`src/rtl/multicycle_control.sv`:
```
// Multicycle processor control unit: Moore FSM sequencing fetch, decode,
// memory access, execute and write-back, plus a registered illegal-opcode pulse.
//
// state     | code | meaning
// FETCH     |  0   | read instruction, PC+4 (commits when mem_ready)
// DECODE    |  1   | read registers, compute branch target
// MEM_ADDR  |  2   | compute lw/sw effective address
// MEM_READ  |  3   | data read, waits for mem_ready
// MEM_WB    |  4   | write loaded data to rt
// MEM_WRITE |  5   | data write, waits for mem_ready
// EXEC_R    |  6   | R-type ALU operation
// R_WB      |  7   | write ALU result to rd
// BRANCH    |  8   | beq compare and conditional PC update
// JUMP      |  9   | PC <- jump target
// ADDI_EXEC | 10   | rs + sign-extended immediate
// ADDI_WB   | 11   | write ALU result to rt
module multicycle_control (
  input  logic       clk,
  input  logic       rst_n,
  input  logic [5:0] opcode,
  input  logic       mem_ready,
  input  logic       zero,
  output logic       pc_write,
  output logic       pc_write_cond,
  output logic       i_or_d,
  output logic       mem_read,
  output logic       mem_write,
  output logic       ir_write,
  output logic       mem_to_reg,
  output logic       reg_dst,
  output logic       reg_write,
  output logic       alu_src_a,
  output logic [1:0] alu_src_b,
  output logic [1:0] pc_source,
  output logic [1:0] alu_op,
  output logic [3:0] state,
  output logic       illegal_op
);

  typedef enum logic [3:0] {
    FETCH     = 4'd0,
    DECODE    = 4'd1,
    MEM_ADDR  = 4'd2,
    MEM_READ  = 4'd3,
    MEM_WB    = 4'd4,
    MEM_WRITE = 4'd5,
    EXEC_R    = 4'd6,
    R_WB      = 4'd7,
    BRANCH    = 4'd8,
    JUMP      = 4'd9,
    ADDI_EXEC = 4'd10,
    ADDI_WB   = 4'd11
  } state_t;

  localparam logic [5:0] OP_R    = 6'b000000;
  localparam logic [5:0] OP_LW   = 6'b100011;
  localparam logic [5:0] OP_SW   = 6'b101011;
  localparam logic [5:0] OP_BEQ  = 6'b000100;
  localparam logic [5:0] OP_ADDI = 6'b001000;
  localparam logic [5:0] OP_J    = 6'b000010;

  state_t state_q, state_d;
  logic   illegal_d;

  // zero is accepted for interface completeness; beq resolves in the datapath
  // through pc_write_cond, so the FSM never needs to look at it.
  logic   unused_zero;
  assign unused_zero = zero;

  assign state = state_q;

  // State and illegal-opcode registers.
  always_ff @(posedge clk or negedge rst_n) begin
    if (!rst_n) begin
      state_q    <= FETCH;
      illegal_op <= 1'b0;
    end else begin
      state_q    <= state_d;
      illegal_op <= illegal_d;
    end
  end

  // Next-state and Moore output decode; everything defaults to 0 / FETCH.
  always_comb begin
    state_d       = FETCH;
    illegal_d     = 1'b0;
    pc_write      = 1'b0;
    pc_write_cond = 1'b0;
    i_or_d        = 1'b0;
    mem_read      = 1'b0;
    mem_write     = 1'b0;
    ir_write      = 1'b0;
    mem_to_reg    = 1'b0;
    reg_dst       = 1'b0;
    reg_write     = 1'b0;
    alu_src_a     = 1'b0;
    alu_src_b     = 2'b00;
    pc_source     = 2'b00;
    alu_op        = 2'b00;
    case (state_q)
      FETCH: begin
        mem_read  = 1'b1;
        alu_src_b = 2'b01;
        ir_write  = mem_ready;
        pc_write  = mem_ready;
        state_d   = mem_ready ? DECODE : FETCH;
      end
      DECODE: begin
        alu_src_b = 2'b11;
        case (opcode)
          OP_LW, OP_SW: state_d = MEM_ADDR;
          OP_R:         state_d = EXEC_R;
          OP_BEQ:       state_d = BRANCH;
          OP_J:         state_d = JUMP;
          OP_ADDI:      state_d = ADDI_EXEC;
          default: begin
            state_d   = FETCH;
            illegal_d = 1'b1;
          end
        endcase
      end
      MEM_ADDR: begin
        alu_src_a = 1'b1;
        alu_src_b = 2'b10;
        state_d   = (opcode == OP_SW) ? MEM_WRITE : MEM_READ;
      end
      MEM_READ: begin
        mem_read = 1'b1;
        i_or_d   = 1'b1;
        state_d  = mem_ready ? MEM_WB : MEM_READ;
      end
      MEM_WB: begin
        reg_write  = 1'b1;
        mem_to_reg = 1'b1;
      end
      MEM_WRITE: begin
        mem_write = 1'b1;
        i_or_d    = 1'b1;
        state_d   = mem_ready ? FETCH : MEM_WRITE;
      end
      EXEC_R: begin
        alu_src_a = 1'b1;
        alu_op    = 2'b10;
        state_d   = R_WB;
      end
      R_WB: begin
        reg_write = 1'b1;
        reg_dst   = 1'b1;
      end
      BRANCH: begin
        alu_src_a     = 1'b1;
        alu_op        = 2'b01;
        pc_write_cond = 1'b1;
        pc_source     = 2'b01;
      end
      JUMP: begin
        pc_write  = 1'b1;
        pc_source = 2'b10;
      end
      ADDI_EXEC: begin
        alu_src_a = 1'b1;
        alu_src_b = 2'b10;
        state_d   = ADDI_WB;
      end
      ADDI_WB: begin
        reg_write = 1'b1;
      end
      default: state_d = FETCH;
    endcase
  end

endmodule

```
`config.mk`:
```
export PLATFORM = sky130hd
export DESIGN_NAME = multicycle_control
export DESIGN_NICKNAME = d
export VERILOG_FILES = /design/src/rtl/multicycle_control.sv
export SDC_FILE = /design/constraint.sdc
export NUM_CORES = 1
export LEC_CHECK = 0
export CAP_MARGIN = 10
export CORE_MARGIN = 2
export CORE_UTILIZATION = 30
export CTS_BUF_LIST = sky130_fd_sc_hd__clkbuf_16
export DETAILED_ROUTE_END_ITERATION = 8
export PLACE_DENSITY = 0.7
export RECOVER_POWER = 25
export SLEW_MARGIN = 0
export SYNTH_ARGS = -nofsm -noshare
export SYNTH_HDL_FRONTEND = slang
export SYNTH_SLANG_ARGS = --single-unit
```
`constraint.sdc`:
```
create_clock -name clk -period 2 [get_ports clk]
set_clock_uncertainty 0.15 [all_clocks]
set_input_delay 0.6 -clock clk [delete_from_list [all_inputs] [get_ports clk]]
set_output_delay 0.6 -clock clk [all_outputs]
set_load 0.01 [all_outputs]
```
==> results of run 1 <==
==> registers in the layout, summed over array words and instances (netlist names) <==
name / flops
state: 4
illegal_op: 1
==> cell type report <==
| type | instances | share of cell area |
|---|---|---|
| Clock inverter | 1 | 0.002863 |
| Timing Repair Buffer | 68 | 0.4284 |
| Multi-Input combinational cell | 63 | 0.3874 |
| Sequential cell | 5 | 0.09733 |
| Tap cell | 25 | 0.02385 |
| Clock buffer | 3 | 0.05725 |
| Inverter | 1 | 0.002863 |
==> layout by cell type (no fill, tap or decap), types with 2 or more instances in the layout <==
cell,synthesis,layout
buf_4,1,26
buf_2,0,13
buf_6,1,13
clkdlybuf4s50_1,0,7
nor2_1,10,6
o21ai_0,4,4
nand2_1,4,4
nor3_1,9,4
nor3_2,0,4
and3_1,4,4
dlygate4sd2_1,0,4
nand2b_4,0,3
nand3_1,3,3
clkbuf_16,0,3
dfrtp_1,5,3
nand2b_1,5,2
nor3b_2,0,2
nand4_1,2,2
nor2_4,0,2
o221ai_2,2,2
nor2_2,0,2
inv_1,1,2
a21oi_1,4,2
a21oi_2,0,2
clkbuf_2,0,2
dfrtp_2,0,2
==> path summary, 6_finish.rpt <==
path | to | depth (start not counted) | slack [ns] | start
worst max-delay path | i_or_d | 5 | -0.07 | state[1]
worst min-delay path | state[3] | 1 | 0.51 | rst_n
worst max register to register | state[2] | 6 | -0.05 | state[3]
worst min register to register | state[0] | 3 | 0.65 | state[2]
max in group asynchronous | state[2] | 1 | 0.98 | rst_n
min in group clk | state[0] | 3 | 0.65 | state[2]
==> worst reg2reg max path, stage by stage, from the launching register on <==
cell	delay, ns
dfrtp_1	0.41
buf_6	0.17
buf_6	0.14
nor4b_4	0.29
nand2_1	0.10
or4_4	0.57
o221ai_2	0.14
==> logic make-up (layout without fill, tap and decap cells) <==
logic type / count (synthesis) / after routing / share of synthesized area
AND/OR/NAND/NOR: 45 / 45 / 0.4622
AO/OA/AOI/OAI: 16 / 16 / 0.2111
flip-flops: 5 / 5 / 0.2222
XOR/XNOR: 2 / 2 / 0.03112
buffers and inverters: 8 / 73 / 0.07333
==> stage by stage <==
step | util | power [uW] | worst slack (ns)
floorplan | - | 617.7 | -0.02787
global placement | 0.6057 | 1062 | -0.6978
detailed placement | 0.6057 | 1073 | -0.7068
CTS | 0.7226 | 1545 | -0.1105
global route | 0.7513 | 1728 | -0.1549
finish | 0.7513 | 1627 | -0.06926
==> metal layers <==
layer	vias to the layer above	GRT usage	routed length, um
li1	414	-	-
met1	405	0.2345	865
met2	33	0.3432	1184
met3	2	0.05769	107
met4	0	0.08333	17
met5	-	0	0
==> report_power, final <==
part / total (uW) / leakage (uW) / internal (uW) / switching, uW
sequential: 172 / 0.0000625 / 139 / 32.5
combinational: 1120 / 0.000506 / 616 / 509
clock: 331 / 0.0000423 / 260 / 71.3
==> what timing repair did <==
item | 4_1_cts | 5_1_grt
endpoints found under the setup margin | 21 | 17
pin swaps | 7 | 8
endpoints found under the hold margin | 0 | 0
resized for setup | 82 | 21
buffers inserted | 15 | 1
==> metrics, run 1 <==
Tcrit/Tclk final=1.035; syn nets=86; Final Hold Fails=0; CP max FO=5; FP Rows=15; CTS buffer count=3; Slew Limit Fails=0; cell mode on critical path=buf_6; via count=854; critical path endpoint category=primary output; vias in the first global route=736; Layout Cells excl Fill=166; Pleak=0.0006105 uW; FF/Latch Area=around 130 um^2; Synth Instances=76; most common cell in the netlist=nor2_1; detailed placer's ending HPWL=1.370 mm; Netlist cell types=30; DIE HEIGHT=47.32 um; Root Buffer=clkbuf_16; dpl cells=148; Synth Area per Inst=roughly 7.4 um^2; Multi-input gate area=508.0 um^2; Worst path slowest cell=dfrtp_2; Iteration-0 DRC Markers=15; Synth area leader=dfrtp_1; CTS tree=yes; # hold bufs at CTS=0; Die Footprint=0.002239 mm^2; Fillers=136; Final min period=2.069 ns; Synth area leaders=dfrtp_1 22%, nor3_1 8.0%, nor2_1 6.7%, nand2b_1 5.6%, o221ai_2 5.3%; status=finished with violations; Top Ports=31; max cap viols=0; drt total wl=between 2 and 2.5 mm; Post-synth top cells=10 x nor2_1, 9 x nor3_1, 5 x clkbuf_1, 5 x dfrtp_1, 5 x nand2b_1; Port Buffer Count=29; DP Area=roughly 0.0011 mm^2; setup_tns=-0.3311 ns; unrepaired setup endpoints after global routing=true; worst slew pin tran=0.3038 ns; RD Place Congestion=between 0.7 and 0.8; critical path buffer and inverter count=3; Final nets=152; worst path cell trace=buf_6, buf_6, xnor2_2, nor3b_2, buf_2; first-pass GRT wire length=3.125 mm; Clock transition at path regs=about 0.040 ns; Ys Warns=0; drt first pass iters=4; antenna violations before repair=0; Synth-to-Final Area Change=132.9%; CTS sink count=5; clock buffer depth=2; remaining antenna violation count after routing=0; GR Overflow Total=0; Yosys top cell area share=0.2222; final setup vio count=11; # DRC=0; Horiz. Die Dim=roughly 47 um; clk_lat worst skew=0.23 ns; CP top delay family=flip-flops; ant diodes=0; failing checks=negative setup slack; CP Class=reg -> out; crit path launch type=register; Data arrival, critical path=about 1.3 ns; core box area=~0.0017 mm^2; worst min-delay path class=in -> async; CP required=1.25 ns; fmax=483.3 MHz; Starting Density=0.3226; P per Cell Area=1241 mW/mm^2; #FFs+latches synth=5; largest net degree at the start of global routing=22; htree depth=1; Wirelength per Cell=between 10 and 15 um; total track usage=0.2016; Final Cell Area=roughly 0.0013 mm^2; final hold slack=between 0.5 and 0.6 ns; Peak VDD IR=~0.95 mV; Post-synth EDFFs=0; average via count per standard cell=5.145; Largest stage delay, worst path=0.44 ns; Final Worst Setup Slack=-0.06926 ns; synthesized cell area=around 560 um^2; ys async rst share=1.000; Primary FF master, synth=dfrtp_1; share of post-route cells with drive strength above 1=0.5887; post-synthesis sequential area ratio=0.2222; Rel. slew slack=0.7946
Note: power is estimated with default switching activity, not from simulation.
==> inputs of run 2 (changes only) <==
--- a/config.mk
+++ b/config.mk
@@ -5,12 +5,12 @@
 export SDC_FILE = /design/constraint.sdc
 export NUM_CORES = 1
 export LEC_CHECK = 0
-export CAP_MARGIN = 10
+export ABC_AREA = 1
 export CORE_MARGIN = 2
 export CORE_UTILIZATION = 30
 export CTS_BUF_LIST = sky130_fd_sc_hd__clkbuf_16
 export DETAILED_ROUTE_END_ITERATION = 8
-export PLACE_DENSITY = 0.7
+export PLACE_DENSITY = 0.71
 export RECOVER_POWER = 25
 export SLEW_MARGIN = 0
 export SYNTH_ARGS = -nofsm -noshare
==> run 2 against run 1 <==
The run still ends with negative setup slack left. Utilization fell by 5.6 points. Via count fell by 6.3%. Global-route usage fell by 1.7 points. Setup slack improved by 0.040 ns.
==> metrics, run 2 <==
status=finished with violations; failing checks=negative setup slack; detailed placer's ending HPWL=1.243 mm; drt total wl=between 1.5 and 2 mm; syn nets=106; Data arrival, critical path=1.28 ns; Netlist cell types=15; Final min period=between 2 and 2.5 ns; Iteration-0 DRC Markers=18; simple-gate portion of the synthesized area=0.5782; Clock transition at path regs=0.03 ns; core box area=0.001689 mm^2; Port Buffer Count=29; Slew Limit Fails=0; CP max FO=4; Synth Area in Compound Gates=0.02844; critical path endpoint category=primary output; fmax=between 400 and 500 MHz; largest net degree at the start of global routing=6; Yosys top cell area share=0.2370; P per Cell Area=roughly 1200 mW/mm^2; DIE HEIGHT=~46 um; Post-synth EDFFs=0; Starting Density=0.3126; Ys Warns=0; Power Total=1426 uW; DP Area=974.7 um^2; Final Cell Area=0.001175 mm^2; main combinational cell family by area after synthesis=simple AND/OR/NAND/NOR gates; Tcrit/Tclk final=1.015; Primary FF master, synth=dfrtp_1; XOR/XNOR Fraction of Synth Area=0; setup_tns=-0.04941 ns; vias in the first global route=702; RD Place Congestion=0.8380; Synth Instances=96; average via count per standard cell=4.571; first-pass GRT wire length=about 2.8 mm; Wirelength per Cell=about 11 um; Final Hold Fails=0; remaining antenna violation count after routing=0; crit path launch type=register; commonest non-fill, non-tap cell in the layout=buf_4; Synth-to-Final Area Change=122.5%; dpl ws=-0.6453 ns; FP Rows=15; via count=800; share of post-route cells with drive strength above 1=0.5000; ys async rst share=1.000; CTS buffer count=3; Synth area leaders=dfrtp_1 24%, nand2_1 18%, nor2_1 13%, nand3_1 11%, inv_1 10%; Routed met2 length=roughly 930 um; Root Buffer=clkbuf_16; Synth area leader=dfrtp_1; M1 WL=roughly 770 um; FF-to-FF path depth=9; CP endpoint=i_or_d; CP required=1.25 ns; Largest register FFs=4; worst min-delay path class=in -> async; unrepaired setup endpoints after global routing=true; CP Class=reg -> out; Horiz. Die Dim=45.95 um; total track usage=0.1847; Top Ports=31; most frequent cells in the layout=23 x buf_4, 19 x nand2_1, 16 x nor2_1; # hold bufs at CTS=0; Synth Area per Inst=approximately 5.5 um^2; Critical Path Start=state[1]; worst slew pin tran=0.2387 ns; final setup vio count=4; Post-synth top cells=26 x nand2_1, 18 x nor2_1, 14 x inv_1, 12 x nand3_1; r2r startpoint=state[3]; flop2flop setup slack=0.45 ns; Pleak=0.0007413 uW; met3 WL=approximately 85 um; drt first pass iters=4; ant diodes=0; CTS tree=yes; post-synthesis sequential area ratio=0.2370; #FFs+latches synth=5; CTS sink count=5; Peak VDD IR=0.6236 mV; Final Worst Setup Slack=-0.02941 ns; Die Footprint=roughly 0.0021 mm^2; post-synthesis mux area share=0; adder-cell share of the synthesized area=0; most common cell in the netlist=nand2_1; antenna violations before repair=0; GR Overflow Total=0; Final nets=169; reg2reg end=state[2]; clk_lat worst skew=0.22 ns; synthesized cell area=528.0 um^2; clock buffer depth=2; htree depth=1; DR top layer=met4; max cap viols=0; Rel. slew slack=0.8403; # DRC=0
-- run 2: routing by layer --
layer  global-route usage  up-vias
li1                     -      410
met1               0.1986      347
met2               0.3111       34
met3              0.04365        9
met4               0.1314        0
met5                    0        -
-- run 2: cell type report --
class	count	area, um^2
clock inverter	1	3.754
sequential	5	127.6
inverter	20	81.33
multi-input combinational	70	372.9
timing repair buffer	59	493.0
tap	17	21.27
clock buffer	3	75.07
fill	131	514.2
-- run 2: stage by stage --
step	instances	utilization	hold slack (ns)
6_report	175	0.6956	0.5152
5_1_grt	175	0.6956	0.5267
4_1_cts	172	0.6452	0.4483
3_5_place_dp	160	0.5770	0.6601
3_3_place_gp	160	0.5770	0.6491
2_1_floorplan	96	-	0.1544
-- run 2: cell families after synthesis --
family          count (synthesis)
buf+inv                        21
compound gates                  3
simple gates                   67
flops                           5
-- run 2: how the worst min path moves through the flow --
| stage | from | end | slack, ns |
|---|---|---|---|
| after floorplan | rst_n | illegal_op | 0.15 |
| after global placement | state[0] | state[3] | 0.65 |
| after detailed placement | state[0] | state[3] | 0.66 |
| after CTS | rst_n | illegal_op | 0.45 |
| after global routing | rst_n | illegal_op | 0.53 |
| final | rst_n | illegal_op | 0.52 |
-- run 2: worst max-delay path, cell delays in order (launching register included) --
cell and delay [ns]:
dfrtp_1 0.40, buf_6 0.14, inv_4 0.07, nand2_4 0.06, inv_2 0.09, nand2_2 0.08, nand2_1 0.08, buf_2 0.13
-- run 2: power by group --
group,switching [uW],internal [uW]
combinational,457,491
sequential,27.4,135
clock,57.5,258
-- run 2: repair_timing --
item	in CTS	in global routing
buffers inserted	8	3
endpoints found under the setup margin	18	16
pin swaps	5	7
cloned	0	0
gates resized for setup	74	26
